===== src/rtl/instr_loader.sv =====
`default_nettype none
// ============================================================================
// Module      : instr_loader
// Description : Writer side of the instruction RAM. Consumes a byte stream of
//               the form  LEN_HI, LEN_LO, {WORD_HI, WORD_LO} x N, CHECKSUM
//               and issues one RAM word write per received word. The fetch
//               stage is held off (cpu_hold) for the whole load so it never
//               sees partially written code.
// Ports       : clk, rst           - clock, synchronous active-high reset
//               start              - pulse; begins a load from IDLE/DONE/ERR
//               byte_in/byte_valid - stream data, handshaked with byte_ready
//               wr_en/wr_addr/wr_data - one-cycle instruction RAM write
//               cpu_hold           - high while a load is in progress
//               done / error       - sticky load result flags
//               word_count         - words written in current/last load
// Revision    : 1.0 - initial release
// ============================================================================
module instr_loader #(
    parameter int DEPTH  = 256,
    parameter int ADDR_W = 16
) (
    input  logic              clk,
    input  logic              rst,
    input  logic              start,
    input  logic [7:0]        byte_in,
    input  logic              byte_valid,
    output logic              byte_ready,
    output logic              wr_en,
    output logic [ADDR_W-1:0] wr_addr,
    output logic [15:0]       wr_data,
    output logic              cpu_hold,
    output logic              done,
    output logic              error,
    output logic [ADDR_W-1:0] word_count
);

    localparam logic [2:0] c_st_idle    = 3'd0;
    localparam logic [2:0] c_st_len_hi  = 3'd1;
    localparam logic [2:0] c_st_len_lo  = 3'd2;
    localparam logic [2:0] c_st_data_hi = 3'd3;
    localparam logic [2:0] c_st_data_lo = 3'd4;
    localparam logic [2:0] c_st_check   = 3'd5;
    localparam logic [2:0] c_st_done    = 3'd6;
    localparam logic [2:0] c_st_err     = 3'd7;

    // One extra bit so a 16-bit header can be compared against DEPTH safely.
    localparam logic [16:0] c_depth_ext = 17'(DEPTH);

    logic [2:0]        r_state;
    logic              r_busy;
    logic [15:0]       r_len;
    logic [7:0]        r_csum;
    logic [7:0]        r_hi;
    logic              r_wr_en;
    logic [ADDR_W-1:0] r_wr_addr;
    logic [15:0]       r_wr_data;
    logic              r_done;
    logic              r_error;
    logic [ADDR_W-1:0] r_word_count;

    logic              w_accept;
    logic [15:0]       w_len;
    logic [ADDR_W-1:0] w_count_inc;

    // r_busy is high exactly in LEN_HI..CHECK; it is maintained alongside
    // every state transition so the ready/hold outputs come straight from a
    // flop rather than a state decode.
    assign byte_ready  = r_busy;
    assign cpu_hold    = r_busy;
    assign wr_en       = r_wr_en;
    assign wr_addr     = r_wr_addr;
    assign wr_data     = r_wr_data;
    assign done        = r_done;
    assign error       = r_error;
    assign word_count  = r_word_count;

    assign w_accept    = byte_valid & r_busy;
    // Full length as seen while the low header byte is on the bus.
    assign w_len       = {r_len[15:8], byte_in};
    assign w_count_inc = r_word_count + 1'b1;

    always_ff @(posedge clk) begin
        if (rst) begin
            r_state      <= c_st_idle;
            r_busy       <= 1'b0;
            r_len        <= '0;
            r_csum       <= '0;
            r_hi         <= '0;
            r_wr_en      <= 1'b0;
            r_wr_addr    <= '0;
            r_wr_data    <= '0;
            r_done       <= 1'b0;
            r_error      <= 1'b0;
            r_word_count <= '0;
        end else begin
            r_wr_en <= 1'b0;
            case (r_state)
                c_st_idle, c_st_done, c_st_err: begin
                    if (start) begin
                        r_state      <= c_st_len_hi;
                        r_busy       <= 1'b1;
                        r_done       <= 1'b0;
                        r_error      <= 1'b0;
                        r_word_count <= '0;
                        r_csum       <= '0;
                    end
                end
                c_st_len_hi: begin
                    if (w_accept) begin
                        r_len[15:8] <= byte_in;
                        r_csum      <= r_csum ^ byte_in;
                        r_state     <= c_st_len_lo;
                    end
                end
                c_st_len_lo: begin
                    if (w_accept) begin
                        r_len[7:0] <= byte_in;
                        r_csum     <= r_csum ^ byte_in;
                        if ({1'b0, w_len} > c_depth_ext) begin
                            r_state <= c_st_err;
                            r_error <= 1'b1;
                            r_busy  <= 1'b0;
                        end else if (w_len == 16'd0) begin
                            r_state <= c_st_check;
                        end else begin
                            r_state <= c_st_data_hi;
                        end
                    end
                end
                c_st_data_hi: begin
                    if (w_accept) begin
                        r_hi    <= byte_in;
                        r_csum  <= r_csum ^ byte_in;
                        r_state <= c_st_data_lo;
                    end
                end
                c_st_data_lo: begin
                    if (w_accept) begin
                        r_wr_en      <= 1'b1;
                        r_wr_addr    <= r_word_count;
                        r_wr_data    <= {r_hi, byte_in};
                        r_word_count <= w_count_inc;
                        r_csum       <= r_csum ^ byte_in;
                        // Length was bounded by DEPTH, so it fits in ADDR_W.
                        if (w_count_inc == ADDR_W'(r_len)) begin
                            r_state <= c_st_check;
                        end else begin
                            r_state <= c_st_data_hi;
                        end
                    end
                end
                c_st_check: begin
                    if (w_accept) begin
                        r_busy <= 1'b0;
                        if (byte_in == r_csum) begin
                            r_state <= c_st_done;
                            r_done  <= 1'b1;
                        end else begin
                            r_state <= c_st_err;
                            r_error <= 1'b1;
                        end
                    end
                end
                default: begin
                    r_state <= c_st_idle;
                    r_busy  <= 1'b0;
                end
            endcase
        end
    end

endmodule
`default_nettype wire


===== config.mk =====
export PLATFORM = sky130hd
export DESIGN_NAME = instr_loader
export DESIGN_NICKNAME = d
export VERILOG_FILES = /design/src/rtl/instr_loader.sv
export SDC_FILE = /design/constraint.sdc
export NUM_CORES = 1
export LEC_CHECK = 0
export BUFFER_PORTS_ARGS = -buffer_cell sky130_fd_sc_hd__buf_4
export CAP_MARGIN = 20
export CORE_ASPECT_RATIO = 0.5
export CORE_MARGIN = 1
export CORE_UTILIZATION = 51
export DETAILED_ROUTE_END_ITERATION = 10
export PLACE_DENSITY = 0.81
export SLEW_MARGIN = 40
export SYNTH_ARGS = -nofsm -noshare
export SYNTH_HDL_FRONTEND = slang
export SYNTH_SLANG_ARGS = --single-unit

===== constraint.sdc =====
create_clock -name clk -period 2.2 [get_ports clk]
set_clock_uncertainty 0.2 [all_clocks]
set_input_delay 0.44 -clock clk [delete_from_list [all_inputs] [get_ports clk]]
set_output_delay 0.44 -clock clk [all_outputs]
set_load 0.05 [all_outputs]

==> results of run 1 <==
## power by group through the flow
stage                     sequential (uW)  combinational [uW]  clock (uW)
after floorplan                      1660                 256           0
after global placement               1650                 396           0
after detailed placement             1650                 400           0
after CTS                            1620                 406        1710
after global routing                 1620                 453        1790
final                                1620                 421        1700
## cell families after synthesis
group                      after synthesis  synth area share, %
AOI/OAI and AO/OA                      129                17.25
xor gates and xnor gates                32                6.661
adders and majority gates                1               0.2973
buffers and inverters                   47                4.787
DFF                                     87                41.39
muxes                                   18                4.282
and+or+nand+nor                        221                25.33
## what timing repair did
action | CTS | global route
setup endpoints to repair | 2 | 5
hold buffers | 0 | 0
gates resized for setup | 4 | 10
setup buffers | 6 | 3
pin swaps | 6 | 6
cloned | 0 | 0
## worst min path at each step
stage                startpoint  slack (ns)          end  cells past startpoint
CTS                 wr_addr[10]        0.26  wr_addr[10]                      2
global placement    wr_addr[12]        0.24  wr_addr[12]                      2
detailed placement  wr_addr[10]        0.25  wr_addr[10]                      2
finish              wr_addr[13]        0.25  wr_addr[13]                      2
global route            r_hi[5]        0.27  wr_data[13]                      2
floorplan               r_hi[2]        0.23  wr_data[10]                      2
## layer usage
layer / part of all wire [%] / wire length [um] / GRT usage, % / vias to the layer above
met5: 0 / 0 / 0 / -
met1: 42 / 5226 / 36.90 / 2048
met2: 46 / 5628 / 48.40 / 254
li1: - / - / - / 2046
met3: 8.9 / 1102 / 8.333 / 50
met4: 3.1 / 380 / 13.94 / 0
## critical path: stages, from the launching register on
cell and delay (ns):
dfxtp_4 0.37, ha_4 0.15, nand4_1 0.21, nor4b_4 0.38
xnor2_1 0.16, nand2_1 0.09, or4_4 0.43, o32ai_2 0.23
## flip-flops by register name, indices dropped and copies added (netlist names)
register,flops
r_len,16
wr_data,16
done,1
r_hi,8
r_state,3
r_csum,8
wr_addr,16
wr_en,1
word_count,16
error,1
byte_ready,1
## cell type report
type,count,share of cell area [%]
Multi-Input combinational cell,401,42.21
Sequential cell,87,31.49
Timing Repair Buffer,131,17.71
Clock buffer,10,4.250
Tap cell,108,2.403
Clock inverter,6,1.736
Inverter,3,0.2003
## stage by stage
step	instance area, um^2	setup slack [ns]	TNS, ns	utilization (%)
after floorplan	4270	-0.1735	-0.1910	-
after global placement	5159	-0.02095	-0.03429	67.41
after detailed placement	5161	-0.07770	-0.1471	67.45
after CTS	5560	-0.04113	-0.05662	72.66
after global routing	5623	-0.1350	-0.2617	73.48
final	5623	-0.1021	-0.1802	73.48
## layout by cell type, fill, tap and decap left out, types with 9 or more instances in the layout
cell,n
mux2i_1,18
a21oi_1,73
dfxtp_1,74
nand3b_1,14
buf_4,130
xor2_1,9
clkbuf_16,9
nor2_1,58
o21ai_0,31
xnor2_1,23
nand2_1,89
==> results.sh, run 1 <==
export IMPL_wl_per_cell_um=16.54
export IMPL_cts_tree="yes"
export IMPL_synth_common_cells="nand2_1 (89), dfxtp_1 (87), a21oi_1 (73)"
export IMPL_dp_final_hpwl_um=7942
export IMPL_ys_ff_latch=87
export IMPL_drc=0
export IMPL_register_area_um2=1770
export IMPL_clock_root_buffer="clkbuf_16"
export IMPL_dp_cells=723
export IMPL_comb_power_share_pct=11.3
export IMPL_core_area_um2=7652
export IMPL_synth_yosys_warnings=0
export IMPL_clock_path_buffers=2
export IMPL_r2r_slack_ns=-0.10
export IMPL_p_clk_share_pct=45.5
export IMPL_antenna_found_initial=0
export IMPL_ys_flop_type="dfxtp_1"
export IMPL_criticalPathCategory="flop to flop"
export IMPL_cp_max_fo=3
export IMPL_nets=646
export IMPL_synth_most_common_cell="nand2_1"
export IMPL_final_hold_worst_slack_ns=0.2526
export IMPL_crit_path_start="word_count[0]"
export IMPL_finalCritPeriodShare_pct=104.6
export IMPL_start_util_pct=54.99
export IMPL_max_slew_worst_pin_slew_ns=0.7067
export IMPL_p_leak_uw=0.002240
export IMPL_yosys_top_cells_area="dfxtp_1 (41%), a21oi_1 (8.7%), nand2_1 (7.9%)"
export IMPL_switchingPower_uw=935.7
export IMPL_antenna_left=0
export IMPL_cts_made_buffers=9
export IMPL_grt_pass1_wl_um=19290
export IMPL_clkTransAtPathRegs_ns=0.07
export IMPL_max_vdd_ir_drop_uv=451.0
export IMPL_ys_seq_area_share_pct=41.39
export IMPL_syn2layout_area_growth_pct=33.63
export IMPL_hold_violations=0
export IMPL_slew_violations=0
export IMPL_synth_top_area_cell="dfxtp_1"
export IMPL_clock_latency_ns=0.35
export IMPL_p_per_area_nw_per_um2=665.4
export IMPL_grt_total_usage_pct=29.82
export IMPL_start_kind="flop"
export IMPL_diodes=0
export IMPL_fp_dieH_um=66.23
export IMPL_p_int_uw=2806
export IMPL_r2r_start="word_count[0]"
export IMPL_via_count=4398
export IMPL_first_pass_iters=5
export IMPL_synth_edf_count=0
export IMPL_syn_area_per_cell_um2=7.865
export IMPL_cts_max_level=3
export IMPL_gp_congestion=0.9136
export IMPL_required_ns=2.26
export IMPL_num_io_pins=65
export IMPL_first_iter_violations=489
export IMPL_r2r_cells=7
export IMPL_grt_pass1_vias=3967
export IMPL_syn_inst=535
export IMPL_timing_fmax_mhz=434.4
export IMPL_yosysUniqueCellTypes=52
export IMPL_cts_sinks=87
export IMPL_post_route_min_period_ns=2.302
export IMPL_die_x_um=130.5
export IMPL_end_kind="flop"
export IMPL_finalPower_uw=3742
export IMPL_async_flop_share_pct=0
export IMPL_max_cap_viol_count=0
export IMPL_setup_ws_ns=-0.1021
export IMPL_setup_viol_count_final=2
export IMPL_drive_gt1_share_pct=28.68
export IMPL_seq_power_share_pct=43.3
export IMPL_via_per_inst=5.895
export IMPL_synth_cell_area_um2=4208
export IMPL_multi_input_area_um2=2374
export IMPL_slew_headroom_pct=52.84
export IMPL_r2r_end="r_state[2]"
export IMPL_port_buffers=64
export IMPL_violations="setup timing"
export IMPL_core_rowCount=22
export IMPL_rsz0062_at_grt="yes"
export IMPL_status="complete, but fails checks"
export IMPL_fillers=567
export IMPL_dieArea_um2=8640
export IMPL_p_sw_share_pct=25.01
export IMPL_worstHoldPathType="flop to flop"
export IMPL_yosysTopAreaCellShare_pct=41.39
export IMPL_synth_fp_nets=548
export IMPL_fin_cells=746
export IMPL_grt_max_degree=45
export IMPL_grt_ovfl_total=0
export IMPL_totalWireLength_um=12340
export IMPL_critPathArrivalTime_ns=2.36
export IMPL_endpoint="r_state[2]"
Note: power is estimated with default switching activity, not from simulation.
==> run 2, diff against run 1 <==
ABC_AREA = 1   (was default)
CORE_UTILIZATION = 58   (was 51)
CTS_BUF_LIST = sky130_fd_sc_hd__clkbuf_4 sky130_fd_sc_hd__clkbuf_8   (was default)
PLACE_DENSITY = 0.87   (was 0.81)
clock period = 2.56 ns   (was 2.2 ns; I/O delays follow)
==> results.sh, run 2 <==
export IMPL_synth_fp_nets=600
export IMPL_totalWireLength_um=9959
export IMPL_drc=0
export IMPL_grt_max_degree=39
export IMPL_criticalPathCategory="flop to flop"
export IMPL_setup_ws_ns=0.2766
export IMPL_num_io_pins=65
export IMPL_cp_slowest_cell="dfxtp_1"
export IMPL_r2r_end="r_state[1]"
export IMPL_status="complete, no violations"
export IMPL_fin_util_pct=71.04
export IMPL_whs_path_depth=3
export IMPL_max_slew_worst_pin_slew_ns=0.7503
export IMPL_syn2layout_area_growth_pct=17.83
export IMPL_synth_most_common_cell="nand2_1"
export IMPL_synth_simple_gate_area_share_pct=30.30
export IMPL_ys_ff_latch=87
export IMPL_cts_max_level=3
export IMPL_syn_inst=587
export IMPL_die_x_um=120.3
export IMPL_fillers=597
export IMPL_cts_sinks=87
export IMPL_diodes=0
export IMPL_grt_pass1_vias=3369
export IMPL_wl_per_cell_um=13.44
export IMPL_timing_fmax_mhz=437.9
export IMPL_post_cts_buffers=0
export IMPL_synth_xor_area_share_pct=2.160
export IMPL_cts_hold_buf=0
export IMPL_crit_top_cell="nand2_1"
export IMPL_ys_seq_area_share_pct=42.95
export IMPL_fin_cells=741
export IMPL_core_rowCount=21
export IMPL_cts_made_buffers=9
export IMPL_r2r_cells=14
export IMPL_p_leak_uw=0.002069
export IMPL_multi_input_area_um2=2022
export IMPL_async_flop_share_pct=0
export IMPL_synth_top_family_by_area="simple AND/OR/NAND/NOR gates"
export IMPL_yosys_top_cells_area="dfxtp_1 (43%), nand2_1 (11%), a21oi_1 (8.5%)"
export IMPL_register_area_um2=1742
export IMPL_first_pass_iters=5
export IMPL_grt_ovfl_total=0
export IMPL_synth_top_area_cell="dfxtp_1"
export IMPL_path_buf_inv=0
export IMPL_yosysUniqueCellTypes=29
export IMPL_antenna_found_initial=0
export IMPL_ys_flop_type="dfxtp_1"
export IMPL_ctsResizeCount=0
export IMPL_cp_top_family="simple AND/OR/NAND/NOR gates"
export IMPL_clock_root_buffer="clkbuf_8"
export IMPL_syn_area_per_cell_um2=6.908
export IMPL_r2r_slack_ns=0.28
export IMPL_p_per_area_nw_per_um2=547.8
export IMPL_end_kind="flop"
export IMPL_rsz0062_at_grt="no"
export IMPL_r2r_start="word_count[0]"
export IMPL_synth_compound_area_share_pct=16.97
export IMPL_fp_dieH_um=61.13
export IMPL_cts_tree="yes"
export IMPL_clock_latency_ns=0.37
export IMPL_cp_max_fo=7
export IMPL_slew_violations=0
export IMPL_final_hold_worst_slack_ns=0.2726
export IMPL_final_common_cell="nand2_1"
export IMPL_mostFrequentLayoutCells="nand2_1 (124), dfxtp_1 (87), nor2_1 (74), buf_4 (71), a21oi_1 (69)"
export IMPL_grt_pass1_wl_um=16080
export IMPL_required_ns=2.61
export IMPL_dieArea_um2=7350
export IMPL_synth_common_cells="nand2_1 (124), dfxtp_1 (87), nor2_1 (74)"
export IMPL_clock_path_buffers=2
export IMPL_critPathArrivalTime_ns=2.33
export IMPL_clkTransAtPathRegs_ns=0.08
export IMPL_gp_congestion=0.8597
export IMPL_max_vdd_ir_drop_uv=335.5
export IMPL_drive_gt1_share_pct=16.18
export IMPL_hold_path_end="wr_data[6]"
export IMPL_antenna_left=0
export IMPL_start_util_pct=60.29
export IMPL_slew_headroom_pct=49.79
export IMPL_min_from="byte_in[6]"
export IMPL_core_area_um2=6726
export IMPL_synth_mux_area_share_pct=0
export IMPL_port_buffers=64
export IMPL_hold_violations=0
export IMPL_start_kind="flop"
export IMPL_yosysTopAreaCellShare_pct=42.95
export IMPL_synth_cell_area_um2=4055
export IMPL_setup_tns_ns=0
export IMPL_via_per_inst=5.402
export IMPL_first_iter_violations=470
export IMPL_setup_viol_count_final=0
export IMPL_pre_cts_ws_ns=0.3300
export IMPL_synth_yosys_warnings=0
export IMPL_worst_path_largest_cell_delay_ns=0.47
export IMPL_path_cells="ha_1, nand2_1, nor2_4, nand4_1, nand2_1, nand2_1, nand2_1, nand3_1, nor2_2, nand3_1, nand2_1, nand2_1, nand2_1, a21oi_1"
export IMPL_max_cap_viol_count=0
export IMPL_dp_final_hpwl_um=7060
export IMPL_synth_edf_count=0
export IMPL_grt_total_usage_pct=28.34
export IMPL_via_count=4003
export IMPL_post_route_min_period_ns=2.283
export IMPL_finalCritPeriodShare_pct=89.20
export IMPL_dp_cells=728
export IMPL_worstHoldPathType="input pin to flop"
export IMPL_nets=660
export IMPL_crit_path_start="word_count[0]"
export IMPL_synthAdderAreaFrac_pct=0.3085
==> run 2: changes by cell type after synthesis, moves of 6 or more <==
cell	delta
inv_1	+47
nand3_1	+42
nand2_1	+35
o21ai_0	+26
xnor2_1	-20
clkbuf_1	-18
mux2i_1	-18
nor2_1	+13
nand3b_1	-10
nand2_2	+7
or4_1	-7
nor2_2	+6
==> run 2: metrics by stage <==
step / power [uW] / cell area, um^2
global placement: 1821 / 4623
detailed placement: 1821 / 4623
CTS: 2618 / 4778
finish: 2617 / 4778
global route: 2733 / 4778
floorplan: 1712 / 4055
==> run 2: logic make-up (layout without fill, tap and decap cells) <==
family	count (synthesis)	count (layout)
simple gates	282	282
compound gates	133	133
flops	87	87
buf+inv	74	136
xor+xnor	10	10
fa+ha+maj	1	1
==> run 2: worst max path at each step <==
stage                       endpoint  slack [ns]  depth (start not counted)
final                     r_state[1]        0.28                         14
after detailed placement  r_state[1]        0.33                         14
after CTS                 r_state[1]        0.29                         14
after global placement    r_state[2]        0.39                         13
after global routing      r_state[1]        0.03                         14
after floorplan           r_state[1]        0.16                         14
==> run 2: worst min-delay path, stage by stage <==
cell and delay [ns]:
buf_4 0.14, nor2_1 0.05, nor2_1 0.09
==> run 2: final cells by class <==
cell class	instances	share of cell area, %
clock buffer	11	3.037
clock inverter	2	0.2095
inverter	51	4.006
multi-input combinational	426	42.31
sequential	87	36.45
tap	92	2.409
timing repair buffer	72	11.57
==> run 2: where the power goes <==
part | leakage [uW] | total (uW) | switching, uW | internal, uW
combinational | 0.00128 | 379 | 257 | 121
sequential | 0.000702 | 1420 | 29.3 | 1390
clock | 0.0000843 | 819 | 449 | 371
total | 0.00207 | 2620 | 736 | 1880
==> run 2: routing by layer <==
| layer | global-route usage (%) | up-vias | part of all wire, % |
|---|---|---|---|
| li1 | - | 2044 | - |
| met1 | 39.63 | 1800 | 48 |
| met2 | 43.84 | 148 | 42 |
| met3 | 7.685 | 11 | 8.5 |
| met4 | 7.584 | 0 | 1.0 |
| met5 | 0 | - | 0 |
